--- config.mk ---
export PLATFORM = sky130hd
export DESIGN_NAME = wb_ram_arbiter
export DESIGN_NICKNAME = d
export VERILOG_FILES = /design/src/rtl/wb_ram_arbiter.sv
export SDC_FILE = /design/constraint.sdc
export NUM_CORES = 1
export LEC_CHECK = 0
export ABC_CLOCK_PERIOD_IN_PS = 1350
export CAP_MARGIN = 25
export CORE_AREA = 2 2 110 112
export CTS_CLUSTER_SIZE = 28
export DETAILED_ROUTE_END_ITERATION = 7
export DIE_AREA = 0 0 112 114
export HOLD_SLACK_MARGIN = 0.02
export SETUP_SLACK_MARGIN = 0.15
export SLEW_MARGIN = 20
export SYNTH_ARGS = -nofsm -noshare
export SYNTH_HDL_FRONTEND = slang
export SYNTH_SLANG_ARGS = --single-unit
--- constraint.sdc ---
create_clock -name clk_i -period 1.35 [get_ports clk_i]
set_input_delay 0.2025 -clock clk_i [delete_from_list [all_inputs] [get_ports clk_i]]
set_output_delay 0.2025 -clock clk_i [all_outputs]
set_load 0.03 [all_outputs]
--- src/rtl/wb_ram_arbiter.sv ---
// wb_ram_arbiter: round-robin Wishbone arbiter sharing one RAM slave port
// between NUM_MASTERS requesters. A grant is held for the whole bus cycle
// (while the owner's cyc stays high). One idle cycle separates owners.
// Optional watchdog: define WB_ARB_TIMEOUT_EN to abort cycles whose slave
// never acknowledges within TIMEOUT_CYCLES strobed cycles.
module wb_ram_arbiter #(
  parameter int NUM_MASTERS    = 2,
  parameter int AW             = 32,
  parameter int DW             = 32,
  parameter int TIMEOUT_CYCLES = 255
) (
  input  logic                      clk_i,
  input  logic                      rst_i,
  input  logic [NUM_MASTERS-1:0]    m_cyc_i,
  input  logic [NUM_MASTERS-1:0]    m_stb_i,
  input  logic [NUM_MASTERS-1:0]    m_we_i,
  input  logic [NUM_MASTERS*(DW/8)-1:0] m_sel_i,
  input  logic [NUM_MASTERS*AW-1:0] m_adr_i,
  input  logic [NUM_MASTERS*DW-1:0] m_dat_i,
  output logic [DW-1:0]             m_dat_o,
  output logic [NUM_MASTERS-1:0]    m_ack_o,
  output logic [NUM_MASTERS-1:0]    m_err_o,
  output logic                      s_cyc_o,
  output logic                      s_stb_o,
  output logic                      s_we_o,
  output logic [DW/8-1:0]           s_sel_o,
  output logic [AW-1:0]             s_adr_o,
  output logic [DW-1:0]             s_dat_o,
  input  logic [DW-1:0]             s_dat_i,
  input  logic                      s_ack_i,
  output logic [NUM_MASTERS-1:0]    grant_o
);

  localparam int SW = DW / 8;
  localparam int LW = $clog2(NUM_MASTERS);

  // Reject out-of-range configurations at elaboration.
  if (NUM_MASTERS < 2 || NUM_MASTERS > 4 || TIMEOUT_CYCLES < 1 || TIMEOUT_CYCLES > 65535) begin : g_bad_cfg
    $error("wb_ram_arbiter: NUM_MASTERS must be 2..4 and TIMEOUT_CYCLES 1..65535");
  end

  typedef enum logic [1:0] {IDLE, BUSY, ABORT} state_e;

  state_e                 state_q, state_d;
  logic [NUM_MASTERS-1:0] grant_q, grant_d;
  logic [LW-1:0]          last_q, last_d;
  logic                   owner_cyc;
  logic                   found;
  int                     win_idx;

  // cyc of the current owner; zero when nobody is granted.
  assign owner_cyc = |(m_cyc_i & grant_q);
  assign grant_o   = grant_q;

`ifdef WB_ARB_TIMEOUT_EN
  logic [15:0] cnt_q, cnt_d;
  logic        timeout_hit;

  assign timeout_hit = (state_q == BUSY) && (cnt_q == 16'(TIMEOUT_CYCLES));
`endif

  // State, grant and rotation pointer registers.
  // NOTE: sequential state uses non-blocking assignments so every flop
  // samples the pre-edge value of its neighbours.
  always_ff @(posedge clk_i or posedge rst_i) begin
    if (rst_i) begin
      state_q <= IDLE;
      grant_q <= '0;
      last_q  <= LW'(NUM_MASTERS - 1);
`ifdef WB_ARB_TIMEOUT_EN
      cnt_q   <= '0;
`endif
    end else begin
      state_q <= state_d;
      grant_q <= grant_d;
      last_q  <= last_d;
`ifdef WB_ARB_TIMEOUT_EN
      cnt_q   <= cnt_d;
`endif
    end
  end

  // Next-state: rotating search from last+1 in IDLE, hold while owner's cyc is high.
  // NOTE: every signal written here gets a default first, so no path leaves
  // a value unassigned and no latch is inferred.
  always_comb begin
    state_d = state_q;
    grant_d = grant_q;
    last_d  = last_q;
    found   = 1'b0;
    win_idx = 0;
`ifdef WB_ARB_TIMEOUT_EN
    cnt_d   = cnt_q;
`endif
    unique case (state_q)
      IDLE: begin
        for (int k = 1; k <= NUM_MASTERS; k++) begin
          for (int i = 0; i < NUM_MASTERS; i++) begin
            if (!found && int'(last_q) == i && m_cyc_i[(i + k) % NUM_MASTERS]) begin
              found   = 1'b1;
              win_idx = (i + k) % NUM_MASTERS;
            end
          end
        end
        if (found) begin
          state_d = BUSY;
          grant_d = NUM_MASTERS'(1) << win_idx;
          last_d  = LW'(win_idx);
`ifdef WB_ARB_TIMEOUT_EN
          cnt_d   = '0;
`endif
        end
      end
      BUSY: begin
        if (!owner_cyc) begin
          state_d = IDLE;
          grant_d = '0;
        end
`ifdef WB_ARB_TIMEOUT_EN
        else if (timeout_hit) begin
          state_d = ABORT;
        end else if (s_ack_i) begin
          cnt_d = '0;
        end else if (s_stb_o) begin
          cnt_d = cnt_q + 16'd1;
        end
`endif
      end
      ABORT: begin
        if (!owner_cyc) begin
          state_d = IDLE;
          grant_d = '0;
        end
      end
      default: begin
        state_d = IDLE;
        grant_d = '0;
      end
    endcase
  end

  // Bus routing: owner's request to the RAM, RAM's response to the owner only.
  always_comb begin
    s_cyc_o = 1'b0;
    s_stb_o = 1'b0;
    s_we_o  = 1'b0;
    s_sel_o = '0;
    s_adr_o = '0;
    s_dat_o = '0;
    m_dat_o = '0;
    m_ack_o = '0;
    m_err_o = '0;
    if (state_q == BUSY) begin
      s_cyc_o = owner_cyc;
      s_stb_o = |(m_stb_i & grant_q);
      s_we_o  = |(m_we_i & grant_q);
      for (int i = 0; i < NUM_MASTERS; i++) begin
        if (grant_q[i]) begin
          s_sel_o = m_sel_i[i*SW +: SW];
          s_adr_o = m_adr_i[i*AW +: AW];
          s_dat_o = m_dat_i[i*DW +: DW];
        end
      end
      m_dat_o = s_dat_i;
      m_ack_o = s_ack_i ? grant_q : '0;
`ifdef WB_ARB_TIMEOUT_EN
      if (timeout_hit) begin
        s_cyc_o = 1'b0;
        s_stb_o = 1'b0;
        m_ack_o = '0;
        m_err_o = grant_q;
      end
`endif
    end
  end

endmodule

==> impl_metrics.json <==
{
  "p_clk_frac": 0.034,
  "yosys.area.top_type_share": 0.266,
  "worstSetupPathType": "reg -> out",
  "start_util": 0.141,
  "die-area_mm2": 0.0128,
  "clk_pin_slew_ns": 0.03,
  "fin_skew_ns": 0.00250,
  "core_area_mm2": 0.0117,
  "cts_root_buf": "clkbuf_16",
  "area_growth_pct": 287,
  "grt_overflow_total": 0,
  "htree_levels": 1,
  "hold_slack_ns": 0.168,
  "finalNetCount": 720,
  "fin_crit_ns": 1.79,
  "grt.total_usage": 0.174,
  "r2r_cells": 6,
  "clock_latency_ns": 0.23,
  "p_int_uw": 8010,
  "cp_max_fo": 24,
  "synthesis.area_mm2": 0.00165,
  "ant_nets": 0,
  "final_util": 0.544,
  "dpl.hpwl_um": 7400,
  "yosys.area.top_type": "nor2b_1",
  "avgSynthCellArea_um2": 7.20,
  "viasPerCell": 4.43,
  "first_global_vias": 3337,
  "synth_cell_types": 21,
  "status": "complete, but fails checks",
  "r2r-start": "grant_o[1]$_DFFE_PP0P_",
  "syn_inst": 229,
  "hold_violations": 0,
  "cpPeakStageDelay_ns": 0.40,
  "gp_congestion": 0.786,
  "wl_per_cell_um": 17.8,
  "cts_tree": "yes",
  "fmax_ghz": 0.557,
  "yosys-top-cells-area": "nor2b_1, a22oi_1, a22oi_2",
  "ir_drop_v": 0.00131,
  "max-clock-path-buffers": 2,
  "first_pass_iters": 5,
  "post-route-period-util": 1.33,
  "r2r_slack_ns": -0.01,
  "crit_arrival_ns": 1.59,
  "grt_pass1_wl_um": 17700,
  "powerDensity_mw_per_mm2": 2240,
  "worst_hold_path_type": "in -> async",
  "setup_viol": 107,
  "power_frac_comb": 0.948,
  "slowest_stage": "dfrtp_2",
  "clock_sinks": 4,
  "start_kind": "flop",
  "fill_cells": 1024,
  "drv_slew": 0,
  "end_kind": "output port",
  "p_sw_uw": 6260,
  "port_buffers": 283,
  "antenna_found_initial": 0,
  "worst_slack_ns": -0.445,
  "multi_input_area_mm2": 0.00197,
  "synthesis.yosys.warnings": 0,
  "leakagePower_uw": 0.00265,
  "holdBufCountCts": 0,
  "grt_max_degree": 25,
  "dieWidth_um": 112,
  "seqCellArea_um2": 105,
  "crit_family": "simple AND/OR/NAND/NOR gates",
  "n_antenna_cell": 0,
  "pre_cts_slack_ns": -0.212,
  "reg2reg_to": "state_q[0]$_DFFE_PP0P_",
  "rsz0062_at_grt": "yes",
  "synth.ff_latch_count": 4,
  "drt-total-wl_um": 12300,
  "seq_power_share": 0.018,
  "io_pins": 286,
  "die_y_um": 114,
  "ys_seq_area_frac": 0.0615,
  "via_count": 3051,
  "drv_cap": 0,
  "drc": 0,
  "netSwitchingFraction": 0.439,
  "worst-path-buf-inv": 2,
  "drive_gt1_frac": 0.601,
  "crit_chain": "and2b_4 -> buf_12 -> a22oi_2 -> nor2b_2 -> buf_12",
  "crit_top_cell": "buf_12",
  "violations": "setup timing",
  "drt_iter0_drc": 91,
  "cp.required_ns": 1.15,
  "rows": 40,
  "numCtsBuffers": 3
}
how the worst max path moves through the flow:
| stage | start | end | slack (ns) | depth (start not counted) |
|---|---|---|---|---|
| finish | grant_o[1]$_DFFE_PP0P_ | s_sel_o[1] | -0.44 | 5 |
| global route | grant_o[1]$_DFFE_PP0P_ | s_sel_o[1] | -0.49 | 5 |
| CTS | grant_o[1]$_DFFE_PP0P_ | s_sel_o[1] | -0.45 | 5 |
| detailed placement | grant_o[1]$_DFFE_PP0P_ | s_sel_o[1] | -0.21 | 5 |
| global placement | grant_o[0]$_DFFE_PP0P_ | s_sel_o[1] | -0.20 | 5 |
| floorplan | grant_o[1]$_DFFE_PP0P_ | s_dat_o[10] | -0.16 | 5 |
cell usage after synthesis:
library cell,count
a22oi_1,50
buf_6,4
o21ai_1,1
a22oi_2,20
buf_2,9
a21oi_1,4
dfrtp_1,3
clkbuf_1,14
dfstp_2,1
nor2_1,1
nand2_1,5
o21ai_0,2
nor2b_1,70
and2b_1,1
buf_4,2
conb_1,1
a31o_1,2
inv_1,2
and3_1,2
nand2b_1,2
and2_1,33
cells by family (layout without fill, tap and decap cells):
group / after synthesis / in the layout / share of synthesized area
flip-flops: 4 / 4 / 0.0615
AO/OA/AOI/OAI: 79 / 79 / 0.412
other: 1 / 2 / 0.00228
buffers and inverters: 31 / 343 / 0.100
AND/OR/NAND/NOR: 114 / 114 / 0.424
flip-flops by register name, indices dropped and copies added, names as in the netlist:
signal and count:
state_q 1, last_q 1, grant_o 2
timing repair:
item                                    in CTS  in global routing
endpoints found under the setup margin     108                111
pin swaps                                    2                  3
gates cloned                                18                  5
buffers inserted                            18                  1
resized for setup                          168                 21
placed cells by master, fill, tap and decap left out, types with 7 or more instances in the layout:
cell type and n:
clkdlybuf4s50_1 176, a22oi_2 47, a22oi_1 23, buf_4 11, clkbuf_16 7, nor2b_2 39, buf_6 114, and2_4 33
buf_12 14, buf_16 14, nor2b_4 31
metrics by stage:
step                std cells  total power [µW]  setup TNS (ns)  cell area [µm²]
floorplan                 230              6290           -9.76             2110
global placement          643              9120           -8.69             4850
detailed placement        643              9180           -9.74             4850
CTS                       683             13700          -36.72             6160
global route              689             14900          -41.36             6370
finish                    689             14300          -36.29             6370
cell type report:
type | instances | area share
timing repair buffer | 337 | 0.632
multi-input combinational | 195 | 0.310
clock buffer | 4 | 0.0124
tap | 147 | 0.0289
inverter | 2 | 0.00118
sequential | 4 | 0.0165
power groups by stage:
stage,sequential (µW),combinational (µW),clock (µW)
detailed placement,277,8900,0
floorplan,305,5980,0
global route,273,14100,502
global placement,274,8850,0
CTS,253,13000,489
finish,259,13500,486
layer usage:
layer,up-vias,share of wire,GRT usage
met3,11,0.073,0.0436
met1,1439,0.38,0.195
met5,-,0,0
met2,155,0.54,0.339
met4,0,0.0089,0.0244
li1,1446,-,-
Power figures use the tool's default switching activity.
